[config.mk]
export PLATFORM = sky130hd
export DESIGN_NAME = pipe_start_seq
export DESIGN_NICKNAME = d
export VERILOG_FILES = /design/src/rtl/pipe_seq_pkg.sv /design/src/rtl/pipe_start_seq_interval_timer.sv /design/src/rtl/pipe_start_seq.sv
export SDC_FILE = /design/constraint.sdc
export NUM_CORES = 1
export LEC_CHECK = 0
export ABC_AREA = 0
export CORE_MARGIN = 1
export CORE_UTILIZATION = 35
export DETAILED_ROUTE_END_ITERATION = 16
export GPL_ROUTABILITY_DRIVEN = 0
export GPL_TIMING_DRIVEN = 0
export SYNTH_ARGS = -nofsm -noshare
export SYNTH_HDL_FRONTEND = slang
export SYNTH_SLANG_ARGS = --single-unit
[constraint.sdc]
create_clock -name clk -period 5.55 [get_ports clk]
set_input_delay 1.3875 -clock clk [delete_from_list [all_inputs] [get_ports clk]]
set_output_delay 1.3875 -clock clk [all_outputs]
set_load 0.005 [all_outputs]
[src/rtl/pipe_seq_pkg.sv]
`default_nettype none
// ============================================================================
//  Module      : pipe_seq_pkg
//  Description : Shared types and constants for the staggered pipe-start
//                sequencer (state encoding, standard start intervals).
//  Revision    : 1.0 - initial release
// ============================================================================
package pipe_seq_pkg;

    // Sequencer states: armed, counting an interval, all channels started
    typedef enum logic [1:0] {
        S_FIRST = 2'd0,
        S_WAIT  = 2'd1,
        S_DONE  = 2'd2
    } seq_state_e;

    // Interval presets at a 148.5 MHz pixel clock
    localparam int PIPE_INTERVAL_1S = 148_500_000;
    localparam int PIPE_INTERVAL_2S = 297_000_000;

endpackage : pipe_seq_pkg
`default_nettype wire

[src/rtl/pipe_start_seq_interval_timer.sv]
`default_nettype none
// ============================================================================
//  Module      : interval_timer
//  Description : Free-running interval counter for the pipe-start sequencer.
//                Counts enabled cycles 0..INTERVAL-1 and raises tick on the
//                enabled cycle that closes an interval, then wraps to 0.
//  Revision    : 1.0 - initial release
// ============================================================================
module interval_timer #(
    parameter int INTERVAL = 4,
    parameter int CNT_W    = 32
) (
    input  logic clk,
    input  logic rst,
    input  logic clr,
    input  logic en,
    output logic tick
);

    localparam logic [CNT_W-1:0] c_last = CNT_W'(INTERVAL - 1);

    logic [CNT_W-1:0] cnt_d;
    logic [CNT_W-1:0] cnt_q;

    assign tick = en && (cnt_q == c_last);

    // Next count: clear has priority, otherwise advance and wrap on tick
    always_comb begin
        cnt_d = cnt_q;
        if (clr) begin
            cnt_d = '0;
        end else if (en) begin
            cnt_d = tick ? '0 : cnt_q + 1'b1;
        end
    end

    // Counter register with synchronous reset
    always_ff @(posedge clk) begin
        if (rst) begin
            cnt_q <= '0;
        end else begin
            cnt_q <= cnt_d;
        end
    end

endmodule : interval_timer
`default_nettype wire

[src/rtl/pipe_start_seq.sv]
`default_nettype none
// ============================================================================
//  Module      : pipe_start_seq
//  Description : Staggered-start sequencer for the pipe generators. Raises
//                NUM_CH sticky start flags INTERVAL enabled cycles apart,
//                with pause (en), restart, per-channel pulses and done.
//                Optional feature macro: PIPE_SEQ_PULSE_EN (start_pulse
//                registers built when defined, port tied low otherwise).
//  Revision    : 1.0 - initial release
// ============================================================================
module pipe_start_seq
    import pipe_seq_pkg::*;
#(
    parameter int NUM_CH   = 3,
    parameter int INTERVAL = PIPE_INTERVAL_1S,
    parameter int CNT_W    = 32
) (
    input  logic              clk,
    input  logic              rst,
    input  logic              en,
    input  logic              restart,
    output logic [NUM_CH-1:0] start,
    output logic [NUM_CH-1:0] start_pulse,
    output logic              done
);

    localparam int                IDX_W      = (NUM_CH > 1) ? $clog2(NUM_CH) : 1;
    localparam logic [IDX_W-1:0]  c_last_idx = IDX_W'(NUM_CH - 1);
    localparam logic [NUM_CH-1:0] c_one      = NUM_CH'(1);

    seq_state_e        state_d, state_q;
    logic [IDX_W-1:0]  idx_d, idx_q;
    logic [NUM_CH-1:0] start_d, start_q;
    logic              done_d, done_q;

    logic [IDX_W-1:0]  w_next_idx;
    logic              w_timer_en;
    logic              w_tick;

    // The timer only runs while an interval is pending; a restart takes
    // precedence over en and clears it in the same cycle.
    assign w_timer_en = en && !restart && (state_q == S_WAIT);
    assign w_next_idx = idx_q + 1'b1;

    interval_timer #(
        .INTERVAL (INTERVAL),
        .CNT_W    (CNT_W)
    ) u_interval_timer (
        .clk  (clk),
        .rst  (rst),
        .clr  (restart),
        .en   (w_timer_en),
        .tick (w_tick)
    );

    // Next-state and flag update: restart beats en; S_DONE holds everything
    always_comb begin
        state_d = state_q;
        idx_d   = idx_q;
        start_d = start_q;
        done_d  = done_q;
        if (restart) begin
            state_d = S_FIRST;
            idx_d   = '0;
            start_d = '0;
            done_d  = 1'b0;
        end else if (en) begin
            case (state_q)
                S_FIRST: begin
                    start_d = start_q | c_one;
                    idx_d   = '0;
                    if (NUM_CH == 1) begin
                        done_d  = 1'b1;
                        state_d = S_DONE;
                    end else begin
                        state_d = S_WAIT;
                    end
                end
                S_WAIT: begin
                    if (w_tick) begin
                        idx_d   = w_next_idx;
                        start_d = start_q | (c_one << w_next_idx);
                        if (w_next_idx == c_last_idx) begin
                            done_d  = 1'b1;
                            state_d = S_DONE;
                        end
                    end
                end
                S_DONE: begin
                    state_d = S_DONE;
                end
                default: begin
                    state_d = S_FIRST;
                end
            endcase
        end
    end

    // State, index and flag registers
    always_ff @(posedge clk) begin
        if (rst) begin
            state_q <= S_FIRST;
            idx_q   <= '0;
            start_q <= '0;
            done_q  <= 1'b0;
        end else begin
            state_q <= state_d;
            idx_q   <= idx_d;
            start_q <= start_d;
            done_q  <= done_d;
        end
    end

    assign start = start_q;
    assign done  = done_q;

`ifdef PIPE_SEQ_PULSE_EN
    logic [NUM_CH-1:0] pulse_d, pulse_q;

    // A pulse marks each flag's rising edge; it self-clears next cycle
    always_comb begin
        pulse_d = start_d & ~start_q;
    end

    // Pulse register, cleared by reset and never held by en
    always_ff @(posedge clk) begin
        if (rst) begin
            pulse_q <= '0;
        end else begin
            pulse_q <= pulse_d;
        end
    end

    assign start_pulse = pulse_q;
`else
    assign start_pulse = '0;
`endif

endmodule : pipe_start_seq
`default_nettype wire

After elaboration in Yosys (flattened, before gate mapping)
Cells that the tools add are included.
{ "totals": {"reg_bits": 40, "inputBits": 4, "elab_cells": 36} }
{ "op_classes": {"eq_ne": 6, "add_sub_neg": 2, "n_mux": 8, "reduce_logical": 11, "shifts": 1, "n_bitwise": 2} }
{ "op_table": {"columns": ["op", "n"], "rows": [
  ["adder 32 x 1 -> 32 bit, second input constant", 1],
  ["equality test 32 x 28 -> 1 bit, second input constant", 1],
  ["2-to-1 mux 32 bit", 1],
  ["AND reduction 4 bit", 2],
  ["2-to-1 mux 2 bit", 3],
  ["one-hot mux 2 bit (3 select lines)", 1],
  ["one-hot mux 3 bit (2 select lines)", 1],
  ["AND reduction 3 bit", 2],
  ["equality test 2 bit, second input constant", 2],
  ["inequality test 2 x 1 -> 1 bit, second input constant", 2],
  ["one-hot mux 2 bit (2 select lines)", 1],
  ["logical AND 1 bit", 3],
  ["2-to-1 mux 3 bit", 1],
  ["OR 3 bit", 1],
  ["<< shifter 1 x 2 -> 3 bit, first input constant", 1],
  ["adder 2 x 1 -> 2 bit, second input constant", 1],
  ["equality test 2 x 1 -> 1 bit, second input constant", 1],
  ["zero test 2 bit", 1],
  ["nonzero test 2 bit", 1],
  ["OR reduction 2 bit", 1],
  ["zero test 1 bit", 1],
  ["inverter 1 bit", 1]
]} }

Logic depth before layout (Yosys ltp)
Gate-level depths: netlist of run 1.
{ "depth": {"word_depth": 6, "depth_mapped": 9, "depth_no_buf": 7} }

Modules after synthesis
A second synthesis of run 1 with hierarchy kept.
{ "unflattened": {"cells_unflattened": 241, "area_unflattened_um2": 2042.0} }
{ "modules_own_cells": {"columns": ["mod", "cells_each", "area_per_inst_um2", "seq_area_each_um2", "n_inst"], "rows": [
  ["interval_timer", 183, 1546.5, 640.6, 1],
  ["pipe_start_seq", 58, 495.5, 160.2, 1]
]} }

Least setup slack after synthesis of run 1
OpenSTA, ideal clock, no wires.
{ "synth_path": {"path_type": "input to register", "from": "input restart", "to": "register u_interval_timer.cnt_q[11]", "setup_slack_ns": 2.733, "n_path_buf": 2, "arrival_ns": 2.702, "stages": 7, "cell_sequence": "and4b_1 > nand3_2 > or4_1 > buf_4 > nand2_8 > buf_6 > nor2_1"} }
{ "synth_between": {"elab_chain_len": 5, "elab_cells_between_ends": 6} }
{ "synth_rtl": {"columns": ["element", "line", "rtl"], "rows": [
  ["start, declared", "pipe_start_seq.sv:21", "input logic restart,"],
  ["zero test 1 bit", "pipe_start_seq.sv:42", "assign w_timer_en = en && !restart && (state_q == S_WAIT);"],
  ["logical AND 1 bit (2 in series)", "pipe_start_seq.sv:42", null],
  ["logical AND 1 bit", "pipe_start_seq_interval_timer.sv:25", "assign tick = en && (cnt_q == c_last);"],
  ["2-to-1 mux 32 bit", "pipe_start_seq_interval_timer.sv:33", "cnt_d = tick ? '0 : cnt_q + 1'b1;"],
  ["end signal, assigned", "pipe_start_seq_interval_timer.sv:42", "cnt_q <= cnt_d;"],
  ["end, declared", "pipe_start_seq_interval_timer.sv:23", "logic [CNT_W-1:0] cnt_q;"]
]} }
Parallel ways exist; a longest one is shown, timed or not.
A chain may end at the register's enable or synchronous reset.

Final worst setup path of run 1
{ "layout_path": {"from": "input restart", "to": "register state_q[1]"} }
{ "layout_between": {"elab_chain_len": 6, "elab_cells_between_ends": 7} }
{ "layout_rtl": {"columns": ["element", "line", "rtl"], "rows": [
  ["zero test 1 bit", "pipe_start_seq.sv:42", null],
  ["logical AND 1 bit (2 in series)", "pipe_start_seq.sv:42", null],
  ["logical AND 1 bit", "pipe_start_seq_interval_timer.sv:25", null],
  ["inequality test 2 x 1 -> 1 bit (no line)", null, null],
  ["AND reduction 3 bit (no line)", null, null],
  ["end signal, assigned", "pipe_start_seq.sv:107", "state_q <= state_d;"],
  ["end, declared", "pipe_start_seq.sv:31", "seq_state_e state_d, state_q;"]
]} }
Parallel ways exist; a longest one is shown, timed or not.

==> results of run 1 <==
==> cell type report <==
type / instances / area (um2)
Inverter: 7 / 26.3
Buffer: 12 / 77.6
Clock inverter: 1 / 5.00
Timing Repair Buffer: 7 / 70.1
Sequential cell: 40 / 801
Multi-Input combinational cell: 179 / 1140
Tap cell: 72 / 90.1
Fill cell: 589 / 3260
Clock buffer: 6 / 72.6
==> per-layer routing <==
metal | GRT usage (%) | share of wire, % | wire length [um] | vias to the layer above
met3 | 3.95 | 3.4 | 143 | 7
li1 | - | - | - | 855
met5 | 0 | 0 | 0 | -
met4 | 6.85 | 1.8 | 76 | 0
met1 | 19.9 | 50 | 2090 | 771
met2 | 24.0 | 44 | 1840 | 23
==> worst max-delay path: stages <==
cell and delay, ns:
clkdlybuf4s50_1 0.46, and4b_1 0.34, nand3_2 0.14, nor4_2 0.61, nand2_1 0.18, a41o_1 0.27
==> sequential cells by signal (all words and copies together), names as in the netlist <==
name,count
idx_q,2
start,3
u_interval_timer.cnt_q,32
state_q,2
done,1
==> placed cells by master (no fill, tap or decap), types with 5 or more instances in the layout <==
cell             instances
clkdlybuf4s50_1          7
ha_1                     6
clkbuf_8                 5
or3_1                    5
xnor2_1                 10
and3_1                   6
inv_1                    7
dfxtp_1                 40
nor2_1                  32
nand3_1                 14
and2_1                   5
nand4_1                 13
xor2_1                  16
and4_1                   5
nand2_1                 18
o21ai_0                  6
a21oi_1                  9
==> synth_stat cells, types with 2 or more instances <==
cell	n	area share, %
a21oi_1	9	2.2
a41o_1	2	0.98
and2_1	5	1.5
and3_1	6	1.8
and4_1	5	2.2
buf_2	2	0.49
buf_4	4	1.5
buf_6	2	1.1
clkbuf_1	3	0.55
dfxtp_1	40	39
ha_1	6	3.7
inv_1	7	1.3
nand2_1	18	3.3
nand3_1	14	3.4
nand4_1	13	4.0
nor2_1	32	5.9
nor3_1	3	0.74
nor4_1	4	1.2
nor4_2	2	1.2
o21ai_0	6	1.5
or3_1	5	1.5
xnor2_1	10	4.3
xor2_1	16	6.9
==> kinds of logic (layout without fill, tap and decap cells) <==
kind of cell | count (synthesis) | in the layout | share of synthesized area [%]
xor+xnor | 26 | 26 | 11.2
fa+ha+maj | 6 | 6 | 3.69
flops | 40 | 40 | 39.3
simple gates | 120 | 120 | 33.1
compound gates | 24 | 24 | 7.44
buf+inv | 19 | 33 | 5.10
other cells | 1 | 3 | 0.184
==> report_power, final <==
| part | internal [mW] | switching [mW] | leakage, nW |
|---|---|---|---|
| combinational | 0.00949 | 0.0133 | 0.407 |
| sequential | 0.288 | 0.000689 | 0.322 |
| clock | 0.0855 | 0.0980 | 0.0410 |
==> final timing paths <==
kind / startpoint / endpoint / slack, ns / depth (start not counted)
setup / recovery: restart / state_q[1] / 2.35 / 6
hold / removal: start[2] / start[2] / 0.48 / 2
setup reg to reg: state_q[1] / state_q[1] / 3.24 / 7
hold reg to reg: start[2] / start[2] / 0.48 / 2
==> stage by stage <==
stage          utilization, %  setup WS [ns]  instance area (um2)  hold WS [ns]  total power, mW
2_1_floorplan               -           2.73                 2040         0.444            0.311
3_3_place_gp             39.8           2.06                 2200         0.458            0.318
3_5_place_dp             39.8           2.04                 2200         0.454            0.318
4_1_cts                  41.2           2.35                 2280         0.487            0.503
5_1_grt                  41.2           2.27                 2280         0.498            0.517
6_report                 41.2           2.35                 2280         0.476            0.495
==> flow_metrics.tcl, run 1 <==
set metrics [dict create \
    grt_max_degree 12 \
    period_share_pct 57.6 \
    h-tree-depth 2 \
    io_pins 11 \
    holdBufCountCts 0 \
    tritoncts "done" \
    grt_pass1_wl_um 7380 \
    via_per_inst 5.11 \
    cp-start-kind "input port" \
    dr.pass1.iters 4 \
    clk-insertion-delay-late_ns 0.29 \
    skew_ns 0.00750 \
    max_clock_freq_mhz 313 \
    postRouteAntennaNets 0 \
    synthArstFlopShare_pct 0 \
    synthFlopType "dfxtp_1" \
    yosysUniqueCellTypes 45 \
    fin_crit_ns 3.20 \
    antenna_found_initial 0 \
    required_ns 5.74 \
    cts_buffer_depth 2 \
    chipHeight_um 78.3 \
    drive_gt1_share_pct 8.73 \
    syn_to_final_growth_pct 12.0 \
    root_buffer "clkbuf_8" \
    grt.overflow.total 0 \
    end_kind "flop" \
    ys_seq_elements 40 \
    die_w_um 78.3 \
    wire_per_inst_um 12.8 \
    drt_first_iter_violations 89 \
    numCtsBuffers 5 \
    max-vdd-ir-drop_uv 110 \
    num_vias 1656 \
    synthesis.instances 236 \
    setup_viol 0 \
    clock_sinks 40 \
    core-area_um2 5540 \
    ys_seq_area_share_pct 39.3 \
    drv_slew 0 \
    placedCellCount 317 \
    place.port_buffers 7 \
    crit_arrival_ns 3.39 \
    cts_resized 0 \
    syn_area_per_cell_um2 8.63 \
    critPathKind "input port to flop" \
    wl_um 4160 \
    finalNetCount 262 \
    synth_edf_count 0 \
    power_leakage_nw 0.771 \
    drc 0 \
    power_density_nw_per_um2 217 \
    finalNonFillerCells 324 \
    cp_max_fo 6 \
    die_area_um2 6130 \
    status "finished clean" \
    grt_util_all_layers_pct 15.4 \
    rsz0062_at_grt "no" \
    path_clk_slew_ns 0.08 \
    grt_pass1_vias 1572 \
    num_rows 27 \
    synth.yosys.warnings 0 \
    tns_ns 0 \
    cap_violations 0 \
    syn-cell-area_um2 2040 \
    hold_violations 0 \
    start_util_pct 36.7 \
    worstMarginPinSlew_ns 0.816 \
    maxSlewHeadroom_pct 45.4 \
    n_antenna_cell 0 \
    hpwl_um 2950 \
    worstHoldPathType "flop to flop" \
    cts_setup_buffers 0 \
]
Power figures use the tool's default switching activity.
==> inputs of run 2 (changes only) <==
clock period = 3.1 ns   (was 5.55 ns; I/O delays follow)
==> results of run 2 <==
The final DEF is identical to that of run 1. Status: finished clean.
Among the figures that moved: setup slack after placement 2.04 ns -> 0.202 ns; setup slack after layout 2.35 ns -> 0.514 ns; register-to-register setup slack 3.24 ns -> 0.79 ns; total power 0.495 mW -> 0.886 mW; worst IR drop on VDD 110 uV -> 197 uV
